File: src/rtl/iob_cache_backend_wtb.sv
// Cache back-end: register write-through buffer drained one entry per visit to WRITE,
// and a line-fill engine issuing one outstanding word read at a time, wrapping inside the line.
module iob_cache_backend_wtb #(
  parameter int BE_ADDR_W   = 32,
  parameter int BE_DATA_W   = 32,
  parameter int LINE_W      = 2,
  parameter int WTB_DEPTH_W = 3,
  localparam int BE_NBYTES  = BE_DATA_W / 8,
  localparam int RWORD_W    = (LINE_W > 0) ? LINE_W : 1
) (
  input  logic                   clk_i,
  input  logic                   arst_n_i,
  input  logic                   cke_i,
  input  logic                   fe_avalid_i,
  input  logic [BE_ADDR_W-1:0]   fe_addr_i,
  input  logic [BE_DATA_W-1:0]   fe_wdata_i,
  input  logic [BE_NBYTES-1:0]   fe_wstrb_i,
  output logic                   fe_ready_o,
  output logic [BE_DATA_W-1:0]   fe_rdata_o,
  output logic                   fe_rvalid_o,
  output logic [RWORD_W-1:0]     fe_rword_o,
  output logic                   fe_rlast_o,
  output logic                   be_avalid_o,
  output logic [BE_ADDR_W-1:0]   be_addr_o,
  output logic [BE_DATA_W-1:0]   be_wdata_o,
  output logic [BE_NBYTES-1:0]   be_wstrb_o,
  input  logic                   be_ready_i,
  input  logic [BE_DATA_W-1:0]   be_rdata_i,
  input  logic                   be_rvalid_i,
  output logic                   wtb_empty_o,
  output logic                   wtb_full_o,
  output logic [WTB_DEPTH_W:0]   wtb_level_o,
  output logic                   fill_busy_o
);

  localparam int OFF   = (BE_NBYTES > 1) ? $clog2(BE_NBYTES) : 0;
  localparam int DEPTH = 1 << WTB_DEPTH_W;
  localparam logic [BE_ADDR_W-1:0] LINE_MASK = BE_ADDR_W'((64'd1 << (LINE_W + OFF)) - 64'd1);
  localparam logic [RWORD_W-1:0]   LAST_WORD = RWORD_W'((1 << LINE_W) - 1);

  typedef struct packed {
    logic [BE_ADDR_W-1:0] addr;
    logic [BE_DATA_W-1:0] data;
    logic [BE_NBYTES-1:0] strb;
  } wtb_ent_t;

  typedef enum logic [1:0] {IDLE, WRITE, RD_REQ, RD_WAIT} state_t;

  state_t                 state_q, state_d;
  logic [RWORD_W-1:0]     cnt_q, cnt_d;
  logic [BE_ADDR_W-1:0]   base_q, base_d;
  logic [WTB_DEPTH_W:0]   level_q, level_d;
  logic [WTB_DEPTH_W-1:0] wr_ptr_q, wr_ptr_d, rd_ptr_q, rd_ptr_d;
  wtb_ent_t               wtb_mem [DEPTH];
  wtb_ent_t               head;

  logic wr_req, empty, full, push, pop, rd_acc, rd_hs, beat;
  logic [BE_ADDR_W-1:0] rd_addr;

  assign head    = wtb_mem[rd_ptr_q];
  assign wr_req  = |fe_wstrb_i;
  assign empty   = (level_q == '0);
  assign full    = (level_q == (WTB_DEPTH_W+1)'(DEPTH));
  assign push    = cke_i & fe_avalid_i & wr_req & ~full;
  // Reads only enter when nothing is buffered, so they always observe earlier writes.
  assign rd_acc  = cke_i & fe_avalid_i & ~wr_req & empty & (state_q == IDLE);
  assign pop     = cke_i & (state_q == WRITE) & be_ready_i;
  assign rd_hs   = cke_i & (state_q == RD_REQ) & be_ready_i;
  // Data may return in the accept cycle itself; treat it exactly like RD_WAIT.
  assign beat    = cke_i & be_rvalid_i & (rd_hs | (state_q == RD_WAIT));
  assign rd_addr = base_q | ((BE_ADDR_W'(cnt_q) << OFF) & LINE_MASK);

  always_comb begin
    state_d  = state_q;
    cnt_d    = cnt_q;
    base_d   = base_q;
    wr_ptr_d = wr_ptr_q + WTB_DEPTH_W'(push);
    rd_ptr_d = rd_ptr_q + WTB_DEPTH_W'(pop);
    level_d  = level_q + (WTB_DEPTH_W+1)'(push) - (WTB_DEPTH_W+1)'(pop);
    unique case (state_q)
      IDLE: begin
        if (cke_i & (push | ~empty)) begin
          state_d = WRITE;
        end else if (rd_acc) begin
          state_d = RD_REQ;
          base_d  = fe_addr_i & ~LINE_MASK;
          cnt_d   = '0;
        end
      end
      WRITE: if (pop) state_d = IDLE;
      RD_REQ, RD_WAIT: begin
        if (beat) begin
          if (cnt_q == LAST_WORD) begin
            state_d = IDLE;
          end else begin
            state_d = RD_REQ;
            cnt_d   = cnt_q + RWORD_W'(1);
          end
        end else if (rd_hs) begin
          state_d = RD_WAIT;
        end
      end
      default: state_d = IDLE;
    endcase
  end

  always_ff @(posedge clk_i or negedge arst_n_i) begin
    if (!arst_n_i) begin
      state_q  <= IDLE;
      cnt_q    <= '0;
      base_q   <= '0;
      level_q  <= '0;
      wr_ptr_q <= '0;
      rd_ptr_q <= '0;
    end else begin
      state_q  <= state_d;
      cnt_q    <= cnt_d;
      base_q   <= base_d;
      level_q  <= level_d;
      wr_ptr_q <= wr_ptr_d;
      rd_ptr_q <= rd_ptr_d;
    end
  end

  // Storage needs no reset: occupancy is tracked solely by level and pointers.
  always_ff @(posedge clk_i) begin
    if (push) wtb_mem[wr_ptr_q] <= '{addr: fe_addr_i, data: fe_wdata_i, strb: fe_wstrb_i};
  end

  assign fe_ready_o  = push | rd_acc;
  assign fe_rdata_o  = be_rdata_i;
  assign fe_rvalid_o = beat;
  assign fe_rword_o  = cnt_q;
  assign fe_rlast_o  = beat & (cnt_q == LAST_WORD);

  assign be_avalid_o = (state_q == WRITE) | (state_q == RD_REQ);
  assign be_addr_o   = (state_q == WRITE) ? head.addr : rd_addr;
  assign be_wdata_o  = (state_q == WRITE) ? head.data : '0;
  assign be_wstrb_o  = (state_q == WRITE) ? head.strb : '0;

  assign wtb_empty_o = empty;
  assign wtb_full_o  = full;
  assign wtb_level_o = level_q;
  assign fill_busy_o = (state_q == RD_REQ) | (state_q == RD_WAIT);

endmodule

File: config.mk
export PLATFORM = sky130hd
export DESIGN_NAME = iob_cache_backend_wtb
export DESIGN_NICKNAME = d
export VERILOG_FILES = /design/src/rtl/iob_cache_backend_wtb.sv
export SDC_FILE = /design/constraint.sdc
export NUM_CORES = 1
export LEC_CHECK = 0
export CORE_MARGIN = 2
export CORE_UTILIZATION = 25
export DETAILED_ROUTE_END_ITERATION = 6
export DONT_BUFFER_PORTS = 1
export GPL_ROUTABILITY_DRIVEN = 0
export REMOVE_ABC_BUFFERS = 1
export SLEW_MARGIN = 20
export SYNTH_ARGS = -nofsm -noshare
export SYNTH_HDL_FRONTEND = slang
export SYNTH_SLANG_ARGS = --single-unit
File: constraint.sdc
create_clock -name clk_i -period 9.43 [get_ports clk_i]
set_input_delay 1.4145 -clock clk_i [delete_from_list [all_inputs] [get_ports clk_i]]
set_output_delay 1.4145 -clock clk_i [all_outputs]
set_load 0.05 [all_outputs]
==> impl_metrics.yaml <==
synthesis:
  synth_cell_types: 43
  post_synthesis_mean_instance_area_sq_um: 21.13
  synthCells: 1094
  ys.warnings.count: 0
  post_synth_instance_area_sq_um: 23110
  synth_edf_count: 544
  seq_total_area_yosys: 0.7522
  yosys_register_bits: 586
  synth-async-reset-ratio: 0.07167
  synthFlopType: "sky130_fd_sc_hd__edfxtp_1"
detailed_routing:
  ant_nets: 0
  drtPass1Iterations: 4
  num_vias: 10330
  drc: 0
  drt_wl_total_um: 51640
  routedWlPerCell_um: 22.03
  detailedRoute.firstIterationViolations: 734
  via_density_per_instance: 4.407
grt:
  antenna_found_initial: 0
  grtUsageTotal: 0.1090
  grt_first_pass_wirelength_um: 74980
  grt_pass1_vias: 11220
  grt-ovfl-total: 0
  maximum_number_of_pins_on_one_net_before_global_route_repair: 71
timing:
  drv_slew: 0
  timing.final.hold_violations: 0
  post-route-min-period_ns: 5.053
  worst_pin_slew_ns: 1.151
  max-slew-margin-rel: 0.2309
  rsz_0062_raised_after_global_routing: "false"
  setup_viol: 0
  max_freq_mhz: 197.9
  period_share: 0.5358
  fin_worst_skew_ns: 0.02100
  finalSetupTns_ns: 0
setup_path:
  worst-path-buf-inv: 1
  critical_path_required_ns: 8.02
  total_number_of_cells_along_the_worst_setup_path: 4
  worst-r2r-setup-slack_ns: 5.07
  endpoint_kind: "primary output"
  cp.arrival_ns: 3.64
  reg2regPathDepth: 8
  timing.critical_path.slowest_cell_delay_ns: 0.91
  reg2reg_to: "wtb_mem[6][18]"
  crit_path_top_delay_cell: "sky130_fd_sc_hd__nor2b_1"
  timing.critical_path.cells: "buf_4 > mux4_2 > mux2i_1 > nor2b_1"
  path_max_fanout: 36
  kind_of_cell_adding_the_most_delay_to_the_critical_path: "simple AND/OR/NAND/NOR gates"
  timing.critical_path.from_type: "register"
  critical_path.reg2reg.startpoint: "wtb_level_o[2]"
  setup.worst_path.class: "register to primary output"
floorplan:
  die_y_um: 308.1
  rows: 111
  die_w_um: 308.1
  initial_core_util: 0.2522
  dieArea_sq_um: 94910
  ioPinCount: 219
  design.core.area_sq_um: 91660
final_layout:
  insertedDiodeCount: 0
  layout_common_cells: "544 x sky130_fd_sc_hd__edfxtp_1, 136 x sky130_fd_sc_hd__mux4_2, 69 x sky130_fd_sc_hd__clkbuf_16"
  net_count_final: 1227
  layout_commonest_cell: "sky130_fd_sc_hd__edfxtp_1"
  drive_above_1_share: 0.2694
  filler_cell_count: 8899
  area_growth_syn_to_layout_pct: 15.10
  summed_area_of_non_filler_cells_in_the_final_layout_sq_um: 26600
placed_design:
  port_buffers: 0
  placedInstanceArea_sq_um: 24410
  dp.final_hpwl_um: 27750
clock_tree:
  clk_pin_slew_ns: 0.06
  hold_buffers: 0
  clock_latency_ns: 0.61
  cts.repair_timing.setup_buffer_count: 0
  htreeDepth: 3
  cts.path.max_buffers: 3
  cts.repair.resized: 0
  cts_made_buffers: 68
  cts_tree: "yes"
  clk_root_buffer_cell: "sky130_fd_sc_hd__clkbuf_16"
  clock-sinks: 586
pwr:
  power.density_cell_area_nw_per_um2: 301.7
  irDropWorstVdd_mv: 0.2498
  power.leakage_nw: 8.484
run:
  drv.max_cap_violation_count: 0
min_path:
  worst_hold_path_type: "input port to async pin"
run_status:
  outcome: "finished, final reports clean"
[worst reg2reg max path, delay by kind of cell (launching register included)]
kind	cells	cell delay, ns
flip-flops	1	0.65
buffers and inverters	3	1.28
AND/OR/NAND/NOR	4	1.75
adder cells (fa/ha/maj)	1	0.26
[cell type report]
cell class | count | area (sq um) | share of cell area
inverters | 16 | 60.06 | 0.002257
clock buffers | 89 | 1862 | 0.06998
well taps | 1186 | 1484 | 0.05578
clock inverters | 35 | 327.8 | 0.01232
flip-flops and latches | 586 | 17400 | 0.6540
multi-input cells | 407 | 5273 | 0.1982
repair buffers | 25 | 200.2 | 0.007525
[per-layer routing]
metal | part of all wire | wire length, um | vias to the layer above | GRT usage
met2 | 0.48 | 24640 | 281 | 0.1749
met3 | 0.061 | 3170 | 71 | 0.03271
li1 | - | - | 4447 | -
met4 | 0.020 | 1039 | 0 | 0.03653
met1 | 0.44 | 22800 | 5532 | 0.1404
met5 | 0 | 0 | - | 0.002584
[synth_stat cells (2+ instances only)]
cell / count / share of area
sky130_fd_sc_hd__a211oi_1: 2 / 0.00065
sky130_fd_sc_hd__edfxtp_1: 544 / 0.71
sky130_fd_sc_hd__mux2i_1: 68 / 0.029
sky130_fd_sc_hd__buf_4: 32 / 0.010
sky130_fd_sc_hd__buf_1: 11 / 0.0018
sky130_fd_sc_hd__or4_4: 2 / 0.00097
sky130_fd_sc_hd__buf_6: 2 / 0.00097
sky130_fd_sc_hd__buf_2: 15 / 0.0032
sky130_fd_sc_hd__o21ai_0: 2 / 0.00043
sky130_fd_sc_hd__nand2_1: 6 / 0.00097
sky130_fd_sc_hd__nor2b_1: 39 / 0.011
sky130_fd_sc_hd__mux4_2: 136 / 0.13
sky130_fd_sc_hd__inv_1: 16 / 0.0026
sky130_fd_sc_hd__clkbuf_1: 25 / 0.0041
sky130_fd_sc_hd__nor3_1: 6 / 0.0013
sky130_fd_sc_hd__mux2_4: 9 / 0.0058
sky130_fd_sc_hd__xor2_1: 3 / 0.0011
sky130_fd_sc_hd__nor4_1: 2 / 0.00054
sky130_fd_sc_hd__ha_1: 16 / 0.0087
sky130_fd_sc_hd__a21oi_1: 33 / 0.0071
sky130_fd_sc_hd__dfrtp_1: 42 / 0.045
sky130_fd_sc_hd__nor2_1: 40 / 0.0065
sky130_fd_sc_hd__mux2_2: 20 / 0.0097
sky130_fd_sc_hd__nand2b_1: 3 / 0.00081
sky130_fd_sc_hd__o32a_1: 2 / 0.00087
[where the power goes]
part           internal, mW  switching (mW)
Clock                  1.51            1.02
Combinational         0.829            1.38
Sequential             3.06           0.221
[logic make-up (layout without fill, tap and decap cells)]
| kind of cell | count (synthesis) | count (layout) | share of synthesized area |
|---|---|---|---|
| and+or+nand+nor | 105 | 105 | 0.02382 |
| adders and majority gates | 17 | 17 | 0.009527 |
| buffers and inverters | 101 | 165 | 0.02306 |
| xor gates and xnor gates | 4 | 4 | 0.001516 |
| muxes | 233 | 233 | 0.1775 |
| AOI/OAI and AO/OA | 48 | 48 | 0.01234 |
| DFF | 586 | 586 | 0.7522 |
[stage by stage]
step | std cells | utilization | total power [mW] | hold slack, ns | setup slack [ns]
6_report | 2344 | 0.2902 | 8.027 | 0.4999 | 4.377
5_1_grt | 2344 | 0.2902 | 8.421 | 0.4515 | 4.062
3_3_place_gp | 2220 | 0.2662 | 5.567 | 0.4884 | 4.673
4_1_cts | 2344 | 0.2902 | 8.184 | 0.4372 | 4.220
2_1_floorplan | 1009 | - | 5.293 | 0.4805 | 0.3798
3_5_place_dp | 2220 | 0.2663 | 5.607 | 0.4938 | 4.664
[registers in the layout, summed over array words and instances, names as in the netlist]
signal,flops
rd_ptr_q,3
fe_rword_o,2
wr_ptr_q,3
wtb_mem,544
wtb_level_o,4
base_q,28
state_q,2
[worst max-delay path by stage]
| stage | start | slack, ns | end |
|---|---|---|---|
| after global placement | fe_wstrb_i[1] | 4.67 | fe_ready_o |
| after floorplan | fe_avalid_i | 0.38 | wtb_mem[0][0] |
| final | rd_ptr_q[0] | 4.38 | be_wdata_o[19] |
| after CTS | rd_ptr_q[0] | 4.22 | be_addr_o[19] |
| after global routing | rd_ptr_q[0] | 4.06 | be_addr_o[19] |
| after detailed placement | fe_wstrb_i[1] | 4.66 | fe_ready_o |
(Power assumes the default switching activity.)
